[config.mk]
export PLATFORM = sky130hd
export DESIGN_NAME = hex_display_arbiter
export DESIGN_NICKNAME = d
export VERILOG_FILES = /design/src/rtl/hex_arb_pkg.sv /design/src/rtl/hex_display_arbiter_seg7.sv /design/src/rtl/hex_display_arbiter.sv
export SDC_FILE = /design/constraint.sdc
export NUM_CORES = 1
export LEC_CHECK = 0
export CORE_UTILIZATION = 47
export CTS_CLUSTER_SIZE = 40
export DETAILED_ROUTE_END_ITERATION = 16
export PLACE_DENSITY = 0.77
export SKIP_CTS_REPAIR_TIMING = 1
export SKIP_LAST_GASP = 1
export SLEW_MARGIN = 15
export SYNTH_ARGS = -nofsm -noshare
export SYNTH_HDL_FRONTEND = slang
export SYNTH_SLANG_ARGS = --single-unit
[constraint.sdc]
create_clock -name clk -period 3.3 [get_ports clk]
set_input_delay 0.825 -clock clk [delete_from_list [all_inputs] [get_ports clk]]
set_output_delay 0.825 -clock clk [all_outputs]
set_load 0.01 [all_outputs]
[src/rtl/hex_arb_pkg.sv]
// -----------------------------------------------------------------------------
// hex_arb_pkg
// Shared types and constants for the HEX display arbiter.
//   state_t       : arbiter states IDLE / OWN / GAP
//   BLANK_NIBBLE  : nibble value that decodes to a dark digit
//   SEG_BLANK     : active-low segment pattern for a dark digit
//   MAX_REQ       : widest request vector first_set() accepts
//   first_set()   : index of the lowest set request bit (highest priority)
// -----------------------------------------------------------------------------
package hex_arb_pkg;

    typedef enum logic [1:0] {
        IDLE = 2'd0,
        OWN  = 2'd1,
        GAP  = 2'd2
    } state_t;

    localparam logic [3:0] BLANK_NIBBLE = 4'hF;
    localparam logic [6:0] SEG_BLANK    = 7'h7F;
    localparam int         MAX_REQ      = 32;

    // Scan from the top down so the lowest set bit is the last one written.
    function automatic logic [4:0] first_set(input logic [MAX_REQ-1:0] req);
        logic [4:0] idx;
        idx = 5'd0;
        for (int i = MAX_REQ - 1; i >= 0; i--) begin
            if (req[i]) begin
                idx = i[4:0];
            end else begin
                idx = idx;
            end
        end
        return idx;
    endfunction

endpackage

[src/rtl/hex_display_arbiter_seg7.sv]
// -----------------------------------------------------------------------------
// seg7
// BCD to active-low seven-segment decoder (bit order g f e d c b a).
//   bcd_i  : 4-bit digit value
//   leds_o : segment drive, 0 = lit; codes above 9 come out dark
// -----------------------------------------------------------------------------
module seg7 (
    input  logic [3:0] bcd_i,
    output logic [6:0] leds_o
);

    // Digit lookup.
    always_comb begin
        case (bcd_i)
            4'd0:    leds_o = 7'b1000000;
            4'd1:    leds_o = 7'b1111001;
            4'd2:    leds_o = 7'b0100100;
            4'd3:    leds_o = 7'b0110000;
            4'd4:    leds_o = 7'b0011001;
            4'd5:    leds_o = 7'b0010010;
            4'd6:    leds_o = 7'b0000010;
            4'd7:    leds_o = 7'b1111000;
            4'd8:    leds_o = 7'b0000000;
            4'd9:    leds_o = 7'b0010000;
            default: leds_o = 7'b1111111;
        endcase
    end

endmodule

[src/rtl/hex_display_arbiter.sv]
// -----------------------------------------------------------------------------
// hex_display_arbiter
// Shares the HEX displays between N_REQ requesters. Fixed priority (req[0]
// highest), minimum ownership of HOLD_CYCLES, one blank gap cycle between
// owners. Digits above 9 are forced dark after the seg7 decoders.
// Optional feature macro: HEX_ARB_BLINK_EN (adds the blink port and a blink
// counter that runs only while a requester owns the display).
// Ports:
//   clk     : system clock
//   reset   : asynchronous active-high reset
//   req     : level request per requester
//   data_i  : requester r digit d at [(r*N_DIGITS+d)*4 +: 4]
//   blink   : per-requester blink request (HEX_ARB_BLINK_EN only)
//   grant   : registered one-hot owner, or zero
//   busy    : registered, high while a requester owns the display
//   hex_o   : registered active-low digits, digit d at [d*7 +: 7]
// -----------------------------------------------------------------------------
module hex_display_arbiter
    import hex_arb_pkg::*;
#(
    parameter int N_REQ        = 3,
    parameter int N_DIGITS     = 6,
    parameter int HOLD_CYCLES  = 50_000_000,
    parameter int BLINK_CYCLES = 12_500_000
) (
    input  logic                        clk,
    input  logic                        reset,
    input  logic [N_REQ-1:0]            req,
    input  logic [N_REQ*N_DIGITS*4-1:0] data_i,
`ifdef HEX_ARB_BLINK_EN
    input  logic [N_REQ-1:0]            blink,
`endif
    output logic [N_REQ-1:0]            grant,
    output logic                        busy,
    output logic [N_DIGITS*7-1:0]       hex_o
);

    localparam int DW = N_DIGITS * 4;
    localparam int OW = (N_REQ > 1) ? $clog2(N_REQ) : 1;
    localparam int HW = $clog2(HOLD_CYCLES + 1);
    localparam logic [HW-1:0] HOLD_LOAD = HW'(HOLD_CYCLES - 1);

    state_t                  state_q, state_d;
    logic [OW-1:0]           owner_q, owner_d;
    logic [HW-1:0]           hold_q, hold_d;
    logic [DW-1:0]           snap_q, snap_d;
    logic [N_REQ-1:0]        grant_q, grant_d;
    logic                    busy_q, busy_d;
    logic [N_DIGITS*7-1:0]   hex_q, hex_d;

    logic [MAX_REQ-1:0]      req_ext_s;
    logic [OW-1:0]           first_idx_s;
    logic [DW-1:0]           first_data_s;
    logic [DW-1:0]           owner_data_s;
    logic                    owner_req_s;
    logic                    higher_req_s;
    logic [N_DIGITS*7-1:0]   seg_s;
    logic [N_DIGITS*7-1:0]   digits_s;
    logic                    blank_phase_s;

    // Widen the request vector for the package priority encoder.
    always_comb begin
        req_ext_s            = {MAX_REQ{1'b0}};
        req_ext_s[N_REQ-1:0] = req;
    end

    assign first_idx_s = OW'(first_set(req_ext_s));

    // Per-requester selections: winner data, owner data/request, higher-priority request.
    always_comb begin
        first_data_s = {DW{1'b0}};
        owner_data_s = {DW{1'b0}};
        owner_req_s  = 1'b0;
        higher_req_s = 1'b0;
        for (int r = 0; r < N_REQ; r++) begin
            first_data_s = (first_idx_s == OW'(r)) ? data_i[r*DW +: DW] : first_data_s;
            owner_data_s = (owner_q == OW'(r)) ? data_i[r*DW +: DW] : owner_data_s;
            owner_req_s  = (owner_q == OW'(r)) ? req[r] : owner_req_s;
            higher_req_s = higher_req_s | (req[r] & (OW'(r) < owner_q));
        end
    end

    // Arbitration, hold timing and snapshot capture.
    always_comb begin
        state_d = state_q;
        owner_d = owner_q;
        hold_d  = hold_q;
        snap_d  = snap_q;
        case (state_q)
            IDLE, GAP: begin
                if (|req) begin
                    state_d = OWN;
                    owner_d = first_idx_s;
                    hold_d  = HOLD_LOAD;
                    snap_d  = first_data_s;
                end else begin
                    state_d = IDLE;
                end
            end
            OWN: begin
                // A dropped request freezes the last captured digits.
                snap_d = owner_req_s ? owner_data_s : snap_q;
                if (hold_q != {HW{1'b0}}) begin
                    hold_d  = hold_q - HW'(1);
                    state_d = OWN;
                end else if (!owner_req_s || higher_req_s) begin
                    state_d = GAP;
                end else begin
                    state_d = OWN;
                end
            end
            default: begin
                state_d = IDLE;
            end
        endcase
    end

    // One decoder per digit; the blank mux sits after each decoder.
    for (genvar d = 0; d < N_DIGITS; d++) begin : g_digit
        seg7 u_seg7 (
            .bcd_i  (snap_q[d*4 +: 4]),
            .leds_o (seg_s[d*7 +: 7])
        );
        assign digits_s[d*7 +: 7] = (snap_q[d*4 +: 4] > 4'd9) ? SEG_BLANK : seg_s[d*7 +: 7];
    end

`ifdef HEX_ARB_BLINK_EN
    localparam int BW = (BLINK_CYCLES > 1) ? $clog2(BLINK_CYCLES) : 1;
    localparam logic [BW-1:0] BLINK_LAST = BW'(BLINK_CYCLES - 1);

    logic [BW-1:0] blink_cnt_q, blink_cnt_d;
    logic          blink_phase_q, blink_phase_d;
    logic          owner_blink_s;

    // Blink half-period counter; restarts visible on every new grant.
    always_comb begin
        owner_blink_s = 1'b0;
        for (int r = 0; r < N_REQ; r++) begin
            owner_blink_s = (owner_q == OW'(r)) ? blink[r] : owner_blink_s;
        end
        if ((state_q == OWN) && (state_d == OWN)) begin
            if (blink_cnt_q == BLINK_LAST) begin
                blink_cnt_d   = {BW{1'b0}};
                blink_phase_d = ~blink_phase_q;
            end else begin
                blink_cnt_d   = blink_cnt_q + BW'(1);
                blink_phase_d = blink_phase_q;
            end
        end else begin
            blink_cnt_d   = {BW{1'b0}};
            blink_phase_d = 1'b0;
        end
        blank_phase_s = owner_blink_s & blink_phase_q;
    end

    // Blink counter registers.
    always_ff @(posedge clk or posedge reset) begin
        if (reset) begin
            blink_cnt_q   <= {BW{1'b0}};
            blink_phase_q <= 1'b0;
        end else begin
            blink_cnt_q   <= blink_cnt_d;
            blink_phase_q <= blink_phase_d;
        end
    end
`else
    localparam int cfg_unused_blink = BLINK_CYCLES;
    assign blank_phase_s = 1'b0;
`endif

    // Registered outputs: grant/busy follow the next state, digits lag the snapshot by one stage.
    always_comb begin
        grant_d = {N_REQ{1'b0}};
        for (int r = 0; r < N_REQ; r++) begin
            grant_d[r] = (state_d == OWN) && (owner_d == OW'(r));
        end
        busy_d = (state_d == OWN);
        hex_d  = ((state_q == OWN) && !blank_phase_s) ? digits_s : {N_DIGITS{SEG_BLANK}};
    end

    // Arbiter state and output registers.
    always_ff @(posedge clk or posedge reset) begin
        if (reset) begin
            state_q <= IDLE;
            owner_q <= {OW{1'b0}};
            hold_q  <= {HW{1'b0}};
            snap_q  <= {N_DIGITS{BLANK_NIBBLE}};
            grant_q <= {N_REQ{1'b0}};
            busy_q  <= 1'b0;
            hex_q   <= {N_DIGITS{SEG_BLANK}};
        end else begin
            state_q <= state_d;
            owner_q <= owner_d;
            hold_q  <= hold_d;
            snap_q  <= snap_d;
            grant_q <= grant_d;
            busy_q  <= busy_d;
            hex_q   <= hex_d;
        end
    end

    assign grant = grant_q;
    assign busy  = busy_q;
    assign hex_o = hex_q;

endmodule
==> metrics <==
setup TNS=0 ps; clock latency on the worst-skew pair=350 ps; total wire length=15200 um; Mapped Cells=690; Power Dens Cells=785 nW/um^2; Crit path arrival time=3020 ps; Synth Area in XOR/XNOR=0.288%; Layout Utilization=61.7%; status=finished, final reports clean; antenna fix cells=0; Initial DRC Count=319; crit share post-route=82.9%; Top Family by Delay on Critical Path=simple AND/OR/NAND/NOR gates; vias=5448; Root Driver=clkbuf_16; total gr overflow=0; Die Wd=116 um; Post-synth ARST share=100%; highest net fanout along the worst path=7; CP Capture Type=flop; post-synthesis cell type count=55; VDD IR max=429 uV; Min Hold Slack=509 ps; Synth Area in Simple Gates=17.7%; layout cell share with drive strength beyond 1=15.0%; initial core utilization=48.2%; initial antenna violation count=0; post-route ant nets=0; gr usage total=23.5%; leakage power=0.00295 uW; Fmax=0.365 GHz; Core Region=12600 um^2; post-synthesis mux area share=9.05%; max-cap violations=0; most common cell after layout, fill and taps aside=clkdlybuf4s50_1; clock buffer depth=2; clock sink count=100; YS warnings=0; Rows=41; Via density=5.66; post-layout net count=889; main combinational cell family by area after synthesis=compound AO/OA/AOI/OAI gates; Seq/Total Area, Yosys=42.5%; worst setup path category=in -> reg; FF+latch count, synth=100; Slew headroom=34.2%; hpwl dp=10700 um; vias in the first global route=5231; first-pass GRT wire length=24500 um; Slowest cell on crit path=or4b_2; syn avg cell area=8.82 um^2; Compound-Gate Fraction of Synth Area=20.1%; wire length per cell=15.8 um; # setup viols final=0; synth-to-layout area growth=27.9%; H-tree depth=3; Slew @ Worst Pin=978 ps; syn_nets=793; CTS tree=done; minimum clock period=2740 ps; num ports=123; hold violation count in the final report=0; CTS clk-pin slew, worst paths=70 ps; Num CTS Buffers=9; CP Data Required Time=3590 ps; RSZ-0062 raised after global routing=false; Adder-Cell Fraction of Synth Area=5.35%; Die H=116 um; Hold Crit Class=reg -> reg; # port buffers=122; clock skew=8.31 ps; Critical Path Start Type=input port; number of synthesized flops with an enable pin=0; DRT Pass-1 Iters=5; most frequent cells in the layout=clkdlybuf4s50_1, o21ai_0, nand2_1; pin count of the biggest net entering global routing=101; Fillers=1068; # DRC=0; Placer Congestion=0.898; Crit path largest cell delay=660 ps; die area=13400 um^2; crit path cell chain=clkdlybuf4s50_1 -> nor3_1 -> o21a_1 -> or3_1 -> or4b_2 -> nand3_1; max-slew violations=0; ys flop type=dfstp_2; cell area after synthesis=6090 um^2; crit path buf inv count=1
[cell families after synthesis]
group	count (synthesis)
XOR/XNOR	2
AO/OA/AOI/OAI	216
multiplexers	55
buffers and inverters	71
flip-flops	100
AND/OR/NAND/NOR	220
adder cells (fa/ha/maj)	26
[cells in the mapped netlist (all sizes together) (12+ instances only)]
cell,number,area share [%]
o21ai,105,8.6
nand2,85,5.2
dfstp,66,28
a21oi,62,5.3
mux2i,55,9.0
nor2,53,3.3
clkbuf,41,2.9
dfrtp,34,14
ha,26,5.3
a211oi,24,3.0
inv,21,1.3
or4,12,1.7
[registers in the layout, summed over array words and instances (netlist names)]
register and count:
busy 1, grant 3, hex_o 42, hold_q 26, owner_q 2, snap_q 24
state_q 2
[layout make-up]
cell class              instances  area (um^2)  share of cell area, %
clock buffers                  10          229                   2.94
repair buffers                135         1360                   17.4
flip-flops and latches        100         2590                   33.2
well taps                     172          215                   2.77
inverters                      21         82.6                   1.06
clock inverters                 6         90.1                   1.16
multi-input cells             519         3220                   41.4
[report_power, final]
group          total, uW  switching [uW]  internal (uW)  leakage [uW]
clock network       1130             460            666      0.000153
logic               2600            1360           1230       0.00173
registers           2380             384           2000       0.00107
[through the flow]
step,power [uW],area (um^2),std cells,worst slack (ps)
global placement,4850,7460,947,290
detailed placement,4980,7460,947,244
floorplan,3870,6090,690,904
CTS,6130,7780,963,582
global route,6540,7780,963,438
finish,6100,7780,963,564
[worst paths after layout]
| kind | start | endpoint | slack (ps) | cells past startpoint |
|---|---|---|---|---|
| setup / recovery | req[0] | hold_q[13] | 560 | 6 |
| hold / removal | snap_q[16] | snap_q[16] | 510 | 2 |
| setup reg to reg | hold_q[0] | hold_q[8] | 720 | 7 |
| hold reg to reg | snap_q[16] | snap_q[16] | 510 | 2 |
| max in group asynchronous | reset | owner_q[1] | 1900 | 3 |
| min in group asynchronous | reset | hold_q[10] | 980 | 3 |
[tightest hold or removal path, stage by stage (launching register included)]
cell and delay (ps):
dfstp_2 390, nand2_1 50, o21ai_0 70
[per-layer routing]
layer	vias up	GRT usage [%]	wire length (um)
li1	2653	-	-
met2	176	40.0	7500
met5	-	0	0
met1	2591	29.7	6480
met3	28	3.92	900
met4	0	9.83	323
(Power assumes the default switching activity.)
